File: src/rtl/mc_ctrl_pkg.sv
// Shared types and encodings for the multicycle control unit: state codes,
// datapath mux select encodings and the opcode class used after DECODE.
package mc_ctrl_pkg;

    // Controller states. The numeric codes are visible on state_o and
    // must stay fixed; codes 13-15 are unused.
    typedef enum logic [3:0] {
        S_FETCH  = 4'd0,
        S_DECODE = 4'd1,
        S_MEMADR = 4'd2,
        S_MEMRD  = 4'd3,
        S_MEMWB  = 4'd4,
        S_MEMWR  = 4'd5,
        S_EXEC   = 4'd6,
        S_ALUWB  = 4'd7,
        S_BRANCH = 4'd8,
        S_ADDIEX = 4'd9,
        S_ADDIWB = 4'd10,
        S_JUMP   = 4'd11,
        S_TRAP   = 4'd12
    } state_t;

    // ALU operand B select.
    localparam logic [1:0] SRCB_B     = 2'd0;
    localparam logic [1:0] SRCB_FOUR  = 2'd1;
    localparam logic [1:0] SRCB_IMM   = 2'd2;
    localparam logic [1:0] SRCB_SHIMM = 2'd3;

    // ALU operation select.
    localparam logic [1:0] ALUOP_ADD   = 2'd0;
    localparam logic [1:0] ALUOP_SUB   = 2'd1;
    localparam logic [1:0] ALUOP_FUNCT = 2'd2;

    // Next-PC source select.
    localparam logic [1:0] PCSRC_ALU    = 2'd0;
    localparam logic [1:0] PCSRC_ALUOUT = 2'd1;
    localparam logic [1:0] PCSRC_JUMP   = 2'd2;

    // Instruction class, produced by the opcode decoder.
    typedef enum logic [2:0] {
        CL_LW   = 3'd0,
        CL_SW   = 3'd1,
        CL_RT   = 3'd2,
        CL_BEQ  = 3'd3,
        CL_BNE  = 3'd4,
        CL_ADDI = 3'd5,
        CL_J    = 3'd6,
        CL_ILL  = 3'd7
    } op_class_t;

    // State entered after DECODE for a given instruction class.
    function automatic state_t decode_target(op_class_t cls);
        state_t nxt;
        case (cls)
            CL_LW, CL_SW:   nxt = S_MEMADR;
            CL_RT:          nxt = S_EXEC;
            CL_BEQ, CL_BNE: nxt = S_BRANCH;
            CL_ADDI:        nxt = S_ADDIEX;
            CL_J:           nxt = S_JUMP;
            default:        nxt = S_TRAP;
        endcase
        return nxt;
    endfunction

endpackage

File: src/rtl/mc_op_decode.sv
// Combinational opcode classifier. Anything that does not match a supported
// opcode (including bne when it is disabled) is reported as illegal.
module mc_op_decode
    import mc_ctrl_pkg::*;
#(
    parameter int unsigned         OP_W     = 6,
    parameter logic [OP_W-1:0]     OP_LW    = OP_W'(35),
    parameter logic [OP_W-1:0]     OP_SW    = OP_W'(43),
    parameter logic [OP_W-1:0]     OP_RTYPE = OP_W'(0),
    parameter logic [OP_W-1:0]     OP_BEQ   = OP_W'(4),
    parameter logic [OP_W-1:0]     OP_BNE   = OP_W'(5),
    parameter logic [OP_W-1:0]     OP_ADDI  = OP_W'(8),
    parameter logic [OP_W-1:0]     OP_J     = OP_W'(2),
    parameter bit                  EN_BNE   = 1'b1
) (
    input  logic [OP_W-1:0] op,
    output op_class_t       op_class
);

    // Map the raw opcode to its class; opcodes are distinct so order is irrelevant.
    always_comb begin
        // NOTE: a default assigned before any branch means every path drives
        // op_class, so no latch is inferred.
        op_class = CL_ILL;
        if (op == OP_LW) begin
            op_class = CL_LW;
        end else if (op == OP_SW) begin
            op_class = CL_SW;
        end else if (op == OP_RTYPE) begin
            op_class = CL_RT;
        end else if (op == OP_BEQ) begin
            op_class = CL_BEQ;
        end else if (EN_BNE && (op == OP_BNE)) begin
            op_class = CL_BNE;
        end else if (op == OP_ADDI) begin
            op_class = CL_ADDI;
        end else if (op == OP_J) begin
            op_class = CL_J;
        end
    end

endmodule

File: src/rtl/mc_ctrl_fsm.sv
// Multicycle MIPS-style control unit. Sequences fetch, decode, execute,
// memory and writeback; memory states wait on mem_ready, unknown opcodes
// go through a one-cycle TRAP state that pulses illegal_op.
module mc_ctrl_fsm
    import mc_ctrl_pkg::*;
#(
    parameter int unsigned         OP_W     = 6,
    parameter logic [OP_W-1:0]     OP_LW    = OP_W'(35),
    parameter logic [OP_W-1:0]     OP_SW    = OP_W'(43),
    parameter logic [OP_W-1:0]     OP_RTYPE = OP_W'(0),
    parameter logic [OP_W-1:0]     OP_BEQ   = OP_W'(4),
    parameter logic [OP_W-1:0]     OP_BNE   = OP_W'(5),
    parameter logic [OP_W-1:0]     OP_ADDI  = OP_W'(8),
    parameter logic [OP_W-1:0]     OP_J     = OP_W'(2),
    parameter bit                  EN_BNE   = 1'b1
) (
    input  logic            clk,
    input  logic            rst,
    input  logic [OP_W-1:0] OP,
    input  logic            mem_ready,
    output logic            IorD,
    output logic            AluSrcA,
    output logic [1:0]      ALUSrcB,
    output logic [1:0]      ALUOp,
    output logic [1:0]      PCSrc,
    output logic            IRWrite,
    output logic            PCWrite,
    output logic            RegDst,
    output logic            MemtoReg,
    output logic            RegWrite,
    output logic            Branch,
    output logic            BranchNe,
    output logic            MemRead,
    output logic            MemWrite,
    output logic            illegal_op,
    output logic [3:0]      state_o
);

    state_t    state_q;
    state_t    state_d;
    op_class_t dec_class;
    op_class_t class_q;

    mc_op_decode #(
        .OP_W     (OP_W),
        .OP_LW    (OP_LW),
        .OP_SW    (OP_SW),
        .OP_RTYPE (OP_RTYPE),
        .OP_BEQ   (OP_BEQ),
        .OP_BNE   (OP_BNE),
        .OP_ADDI  (OP_ADDI),
        .OP_J     (OP_J),
        .EN_BNE   (EN_BNE)
    ) u_op_decode (
        .op       (OP),
        .op_class (dec_class)
    );

    // State register plus the instruction class captured during DECODE.
    always_ff @(posedge clk or posedge rst) begin
        // NOTE: sequential state uses non-blocking assignments so every
        // register samples its inputs from before the edge.
        if (rst) begin
            state_q <= S_FETCH;
            // NOTE: class_q is a single control register, not a memory array,
            // so it is reset to a safe value along with the state.
            class_q <= CL_ILL;
        end else begin
            state_q <= state_d;
            if (state_q == S_DECODE) begin
                class_q <= dec_class;
            end
        end
    end

    // Next-state and output decode; mem_ready gating is the only Mealy term.
    always_comb begin
        state_d    = state_q;
        IorD       = 1'b0;
        AluSrcA    = 1'b0;
        ALUSrcB    = SRCB_B;
        ALUOp      = ALUOP_ADD;
        PCSrc      = PCSRC_ALU;
        IRWrite    = 1'b0;
        PCWrite    = 1'b0;
        RegDst     = 1'b0;
        MemtoReg   = 1'b0;
        RegWrite   = 1'b0;
        Branch     = 1'b0;
        BranchNe   = 1'b0;
        MemRead    = 1'b0;
        MemWrite   = 1'b0;
        illegal_op = 1'b0;

        case (state_q)
            S_FETCH: begin
                MemRead = 1'b1;
                ALUSrcB = SRCB_FOUR;
                IRWrite = mem_ready;
                PCWrite = mem_ready;
                if (mem_ready) begin
                    state_d = S_DECODE;
                end
            end
            S_DECODE: begin
                ALUSrcB = SRCB_SHIMM;
                state_d = decode_target(dec_class);
            end
            S_MEMADR: begin
                AluSrcA = 1'b1;
                ALUSrcB = SRCB_IMM;
                state_d = (class_q == CL_SW) ? S_MEMWR : S_MEMRD;
            end
            S_MEMRD: begin
                IorD    = 1'b1;
                MemRead = 1'b1;
                if (mem_ready) begin
                    state_d = S_MEMWB;
                end
            end
            S_MEMWB: begin
                MemtoReg = 1'b1;
                RegWrite = 1'b1;
                state_d  = S_FETCH;
            end
            S_MEMWR: begin
                IorD     = 1'b1;
                MemWrite = 1'b1;
                if (mem_ready) begin
                    state_d = S_FETCH;
                end
            end
            S_EXEC: begin
                AluSrcA = 1'b1;
                ALUOp   = ALUOP_FUNCT;
                state_d = S_ALUWB;
            end
            S_ALUWB: begin
                RegDst   = 1'b1;
                RegWrite = 1'b1;
                state_d  = S_FETCH;
            end
            S_BRANCH: begin
                AluSrcA  = 1'b1;
                ALUOp    = ALUOP_SUB;
                PCSrc    = PCSRC_ALUOUT;
                Branch   = (class_q == CL_BEQ);
                BranchNe = (class_q == CL_BNE);
                state_d  = S_FETCH;
            end
            S_ADDIEX: begin
                AluSrcA = 1'b1;
                ALUSrcB = SRCB_IMM;
                state_d = S_ADDIWB;
            end
            S_ADDIWB: begin
                RegWrite = 1'b1;
                state_d  = S_FETCH;
            end
            S_JUMP: begin
                PCSrc   = PCSRC_JUMP;
                PCWrite = 1'b1;
                state_d = S_FETCH;
            end
            S_TRAP: begin
                illegal_op = 1'b1;
                state_d    = S_FETCH;
            end
            default: begin
                // Unused encodings recover to FETCH with all outputs low.
                state_d = S_FETCH;
            end
        endcase

        // Reset holds every enable low, including the FETCH read request.
        if (rst) begin
            IRWrite    = 1'b0;
            PCWrite    = 1'b0;
            RegWrite   = 1'b0;
            MemWrite   = 1'b0;
            Branch     = 1'b0;
            BranchNe   = 1'b0;
            MemRead    = 1'b0;
            illegal_op = 1'b0;
        end
    end

    assign state_o = state_q;

endmodule

File: config.mk
export PLATFORM = sky130hd
export DESIGN_NAME = mc_ctrl_fsm
export DESIGN_NICKNAME = d
export VERILOG_FILES = /design/src/rtl/mc_ctrl_pkg.sv /design/src/rtl/mc_op_decode.sv /design/src/rtl/mc_ctrl_fsm.sv
export SDC_FILE = /design/constraint.sdc
export NUM_CORES = 1
export LEC_CHECK = 0
export BUFFER_PORTS_ARGS = -buffer_cell sky130_fd_sc_hd__buf_2
export CAP_MARGIN = 20
export CORE_MARGIN = 2
export CORE_UTILIZATION = 46
export DETAILED_ROUTE_END_ITERATION = 6
export PLACE_DENSITY_LB_ADDON = 0.15
export SLEW_MARGIN = 15
export SYNTH_ARGS = -nofsm -noshare
export SYNTH_HDL_FRONTEND = slang
export SYNTH_HIERARCHICAL = 1
export SYNTH_SLANG_ARGS = --single-unit
File: constraint.sdc
create_clock -name clk -period 1.7 [get_ports clk]
set_input_delay 0.085 -clock clk [delete_from_list [all_inputs] [get_ports clk]]
set_output_delay 0.085 -clock clk [all_outputs]
set_load 0.01 [all_outputs]
After elaboration in Yosys (flattened, before gate mapping). Index checks and enable logic that the tools add are counted.

Flip-flop bits (word level): 7. Bits of input ports: 9. Output and inout bits: 22. Logic and storage cells: 79.

Eq/ne operators: 30. Muxes and demuxes: 36. Reduce and logical (&&, ||, !) cells: 11.

Operator list (number): case mux 4 bit (7 select lines) (1); 2-to-1 mux 3 bit (7); equality test 4 bit (second input constant) (5); 2-to-1 mux 1 bit (20); case mux 4 bit (5 select lines) (1); equality test 4 x 3 -> 1 bit (second input constant) (4); equality test 3 bit (second input constant) (4); equality test 6 x 3 -> 1 bit (second input constant) (2); equality test 6 bit (second input constant) (2); 2-to-1 mux 4 bit (3); OR reduction 2 bit (5); equality test 3 x 2 -> 1 bit (second input constant) (3); equality test 4 x 2 -> 1 bit (second input constant) (2); case mux 2 bit (2 select lines) (2); equality test 3 x 1 -> 1 bit (second input constant) (2); equality test 6 x 2 -> 1 bit (second input constant) (1); equality test 6 x 4 -> 1 bit (second input constant) (1); zero test 6 bit (1); != test 2 bit (second input constant) (3); case mux 2 bit (3 select lines) (1); equality test 4 x 1 -> 1 bit (second input constant) (1); zero test 4 bit (1); OR reduction 4 bit (1); zero test 3 bit (1); 3 further kinds (3).

Logic depth before layout (Yosys ltp).
Word-level depth: 12. Mapped depth: 7.

Hierarchy. The synthesis kept the hierarchy.

By module, submodules not included: mc_ctrl_fsm (instances 1, cells each 76, area each 636.9 um^2, sequential area each 178.9 um^2); mc_op_decode (instances 1, cells each 11, area each 86.3 um^2, sequential area each 0.0 um^2).

Least setup slack after synthesis. OpenSTA, ideal clock, no wires.

Kind: input -> register. Start: input OP[2]. End: register state_q[0], in the netlist state_o[0]. Data arrival time: 1.398 ns. Path slack: 0.185 ns. Stages on the path: 7. Path buffers: 0. Cell sequence: or3b_1 a211oi_2 o21bai_1 xor2_1 a31oi_1 o221a_2 nor2_1.

Elaborated cells on any way between the ends: 25.

RTL lines: start, declared (RTL line mc_ctrl_fsm.sv:19) `input logic [OP_W-1:0] OP,`; equality test 6 x 4 -> 1 bit (RTL line mc_op_decode.sv:35) `end else if (op == OP_ADDI) begin`; 2-to-1 mux 3 bit (RTL line mc_op_decode.sv:35); 2-to-1 mux 3 bit (RTL line mc_op_decode.sv:33) `end else if (EN_BNE && (op == OP_BNE)) begin`; 2-to-1 mux 3 bit (RTL line mc_op_decode.sv:31) `end else if (op == OP_BEQ) begin`; 2-to-1 mux 3 bit (RTL line mc_op_decode.sv:29) `end else if (op == OP_RTYPE) begin`; 2-to-1 mux 3 bit (RTL line mc_op_decode.sv:27) `end else if (op == OP_SW) begin`; 2-to-1 mux 3 bit (*) (RTL line mc_op_decode.sv:25) `if (op == OP_LW) begin`; net dec_class[1] (RTL line mc_ctrl_fsm.sv:41) `op_class_t dec_class;`; equality test 3 x 2 -> 1 bit, or another cell as far along (RTL line mc_ctrl_pkg.sv:54) `case (cls)`; OR reduction 2 bit (RTL line mc_ctrl_pkg.sv:54); case mux 4 bit (5 select lines) (*) (RTL line mc_ctrl_pkg.sv:54); case mux 4 bit (7 select lines) (*) (RTL line mc_ctrl_fsm.sv:95) `case (state_q)`; end signal, assigned (RTL line mc_ctrl_fsm.sv:69) `state_q <= state_d;`; end, declared (RTL line mc_ctrl_fsm.sv:39) `state_t state_q;`.

Mark *: on every way through the listed nets, which the timed path passes. The rest lies on a longest branch. A chain may end at the register's enable or synchronous reset.

Worst setup path in the final report.
Start: register state_q[0], in the netlist state_o[0]. End: output Branch.

Longest elaborated chain between the ends: 3.

RTL lines: equality test 4 bit (RTL line mc_ctrl_fsm.sv:95); 2-to-1 mux 1 bit (RTL line mc_ctrl_fsm.sv:95); 2-to-1 mux 1 bit (RTL line mc_ctrl_fsm.sv:176) `if (rst) begin`; end, declared (RTL line mc_ctrl_fsm.sv:31) `output logic Branch,`.

Every way passes these cells.

==> reports/results.tsv <==
stage	metric	value	unit
sta	Slew HR	73.3	%
power_and_ir_drop	Lkg Pwr	0.472	nW
logic_synthesis	EDFF count, synth	0	
logic_synthesis	syn_area_per_cell	8.31	sq um
clock_tree	H-tree Lvls	1	
logic_synthesis	top cell type by total area after synthesis	dfrtp_1	
floorplanning	Top Ports	31	
logic_synthesis	Synth cell types	38	
logic_synthesis	Post-synth top cells	nor2_1 (11), nor3_1 (9), inv_1 (5)	
route	final wirelength	1620	um
route	Residual DRC	0	
global_route	largest net degree at the start of global routing	17	
setup_path	crit end category	output pin	
logic_synthesis	Syn Std Cell Area	723	sq um
logic_synthesis	share of the synthesized area in the top cell type	13.8	%
worst_hold_path	worst hold path class	in2reg	
floorplanning	initial core utilization	48.6	%
floorplanning	core area	1490	sq um
clock_tree	Clk Latency, worst-skew pair	0.25	ns
logic_synthesis	top-count cell post-synth	nor2_1	
sta	final hold viol count	0	
final_layout	fillers	145	
clock_tree	root buf cell	clkbuf_4	
logic_synthesis	Syn Inst Count	87	
route	Routed Antenna Nets	0	
final_layout	area delta synth->final	31.1	%
clock_tree	TritonCTS buffer count	3	
sta	RSZ-0062 raised after global routing	no	
final_layout	FF/Latch Area	180	sq um
route	DRT iter0 DRCs	12	
placement	Final GP Congestion	0.798	
final_layout	layout net count	133	
setup_path	slowest stage cell, crit path	dfrtp_1	
final_layout	final std cells w/o fill	139	
final_layout	ANT cells	0	
setup_path	startpoint type of the worst setup path	flop	
clock_tree	Clock Sinks	7	
logic_synthesis	yosys warns	6	
setup_path	Crit path required time	1.62	ns
flow_run	maxcap violations	0	
logic_synthesis	sequential-to-total area share from yosys stat	24.7	%
global_route	Remaining Overflow, GRT	0	
power_and_ir_drop	Max VDD drop	0.000930	V
sta	Fmax	632	MHz
placement	dpl cells	134	
logic_synthesis	Primary FF master, synth	dfrtp_1	
clock_tree	CTS tree	done	
placement	Detailed Place HPWL	1290	um
setup_path	CP arrival	1.50	ns
setup_path	crit path cell chain	nor4_2 -> and4b_1 -> buf_2	
global_route	Total Routing Usage GR	18.4	%
sta	min Tclk post-route	1.58	ns
sta	Tcrit/Tclk final	93.1	%
floorplanning	Die W	43.7	um
logic_synthesis	Post-synth ARST share	100	%
clock_tree	Max clock buf depth	2	
logic_synthesis	synth top area cells	dfrtp_1 (14%), dfstp_2 (11%), nor3_1 (6.2%)	
route	first drt pass iteration count	4	
global_route	vias in the first global route	629	
final_layout	area of the multi-input gates	490	sq um
route	detail-routed via count per cell	5.65	
placement	PortBufs	30	
floorplanning	row count	14	
setup_path	crit path max fanout	9	
sta	setup_tns	0	ns
final_layout	share of cells above drive strength 1	42.3	%
route	via count	785	
sta	Slew Limit Fails	0	
global_route	global-route wire length before repair	2680	um
logic_synthesis	Synthesized Nets	96	
sta	Clock Skews	0.00544	ns
sta	Final setup viols	0	
floorplanning	DIE AREA	1910	sq um
power_and_ir_drop	Power per Cell Area	1590	nW/um^2
sta	worst-margin pin slew	0.400	ns
route	Routed WL per cell	11.7	um
logic_synthesis	Yosys reg bits	7	
clock_tree	CTS clock-pin slew for the worst setup and hold paths	0.05	ns
setup_path	Max stage delay on crit path	0.50	ns
run_status	status	complete, no violations	
global_route	initial antenna violation count	0	
setup_path	crit path kind	reg2out	
floorplanning	Die Span Y	43.7	um
-- per-stage QoR --
| step | hold slack (ns) | setup WS, ns | cell area, sq um | utilization, % | total power [mW] |
|---|---|---|---|---|---|
| floorplan | -0.100 | 0.185 | 723 | - | 1.06 |
| global placement | 0.0850 | 0.116 | 905 | 60.8 | 1.34 |
| detailed placement | 0.0850 | 0.0891 | 905 | 60.8 | 1.36 |
| CTS | 0.0804 | 0.0901 | 941 | 63.2 | 1.51 |
| global route | 0.0857 | 0.0290 | 948 | 63.7 | 1.65 |
| finish | 0.0827 | 0.117 | 948 | 63.7 | 1.51 |
-- logic make-up after synthesis --
group,Yosys count,synth area share (%)
and+or+nand+nor,42,35.8
AOI/OAI and AO/OA,18,18.9
buffers and inverters,11,8.30
DFF,7,24.7
muxes,5,7.44
xor gates and xnor gates,4,4.85
-- per-layer routing --
metal  vias to the layer above  share of wire [%]  global-route usage, %
met4                         0                  0                   3.64
met2                        30                 50                   32.9
met3                         0                7.5                   5.00
li1                        397                  -                      -
met1                       358                 43                   22.0
met5                         -                  0                      0
-- sequential cells by signal, indices dropped and copies added, names as in the netlist --
name	cells
class_q	3
state_o	4
-- worst max-delay path, delay by kind of cell, from the launching register on --
family        cells  cell delay, ns
simple gates      2            0.63
flops             1            0.50
buf+inv           1            0.13
-- cell type report --
class | count | share of cell area, %
clock buffer | 4 | 2.77
inverter | 5 | 1.98
multi-input combinational | 69 | 51.7
sequential | 7 | 19.0
tap | 16 | 2.11
timing repair buffer | 38 | 22.4
-- path summary, 6_finish.rpt --
path                       slack [ns]       start  cells past startpoint         end
min reg2reg                      0.63  class_q[2]                      1  class_q[2]
min                              0.08   mem_ready                      2  state_o[2]
max in group asynchronous        1.04         rst                      3  class_q[1]
max reg2reg                      0.19  state_o[0]                      3  class_q[1]
max                              0.12  state_o[0]                      3      Branch
min in group asynchronous        0.37         rst                      3  state_o[0]
-- report_power, final --
part	leakage (nW)	internal (mW)	total, mW	switching (mW)
clock network	0.0150	0.0893	0.147	0.0574
registers	0.0823	0.255	0.348	0.0926
logic	0.375	0.463	1.01	0.548
-- placed cells by master (no fill, tap or decap), types with 2 or more instances in the layout --
| cell type | instances |
|---|---|
| a31oi_1 | 3 |
| and3_1 | 3 |
| and4b_1 | 2 |
| buf_2 | 30 |
| buf_4 | 7 |
| clkbuf_4 | 3 |
| dfrtp_1 | 3 |
| dfstp_2 | 3 |
| inv_1 | 5 |
| mux2_2 | 3 |
| mux2i_1 | 2 |
| nand2b_1 | 4 |
| nor2_1 | 11 |
| nor3_1 | 9 |
| nor4_1 | 2 |
| o21ai_0 | 2 |
| o21bai_1 | 2 |
| o32ai_1 | 2 |
| or3b_1 | 2 |
| xnor2_1 | 3 |
-- what timing repair did --
| action | in CTS | in global routing |
|---|---|---|
| gates resized for setup | 0 | 2 |
| hold endpoints to repair | 4 | 0 |
| buffers inserted | 0 | 0 |
| endpoints found under the setup margin | 0 | 3 |
| hold buffers | 1 | 0 |
(Power assumes the default switching activity.)
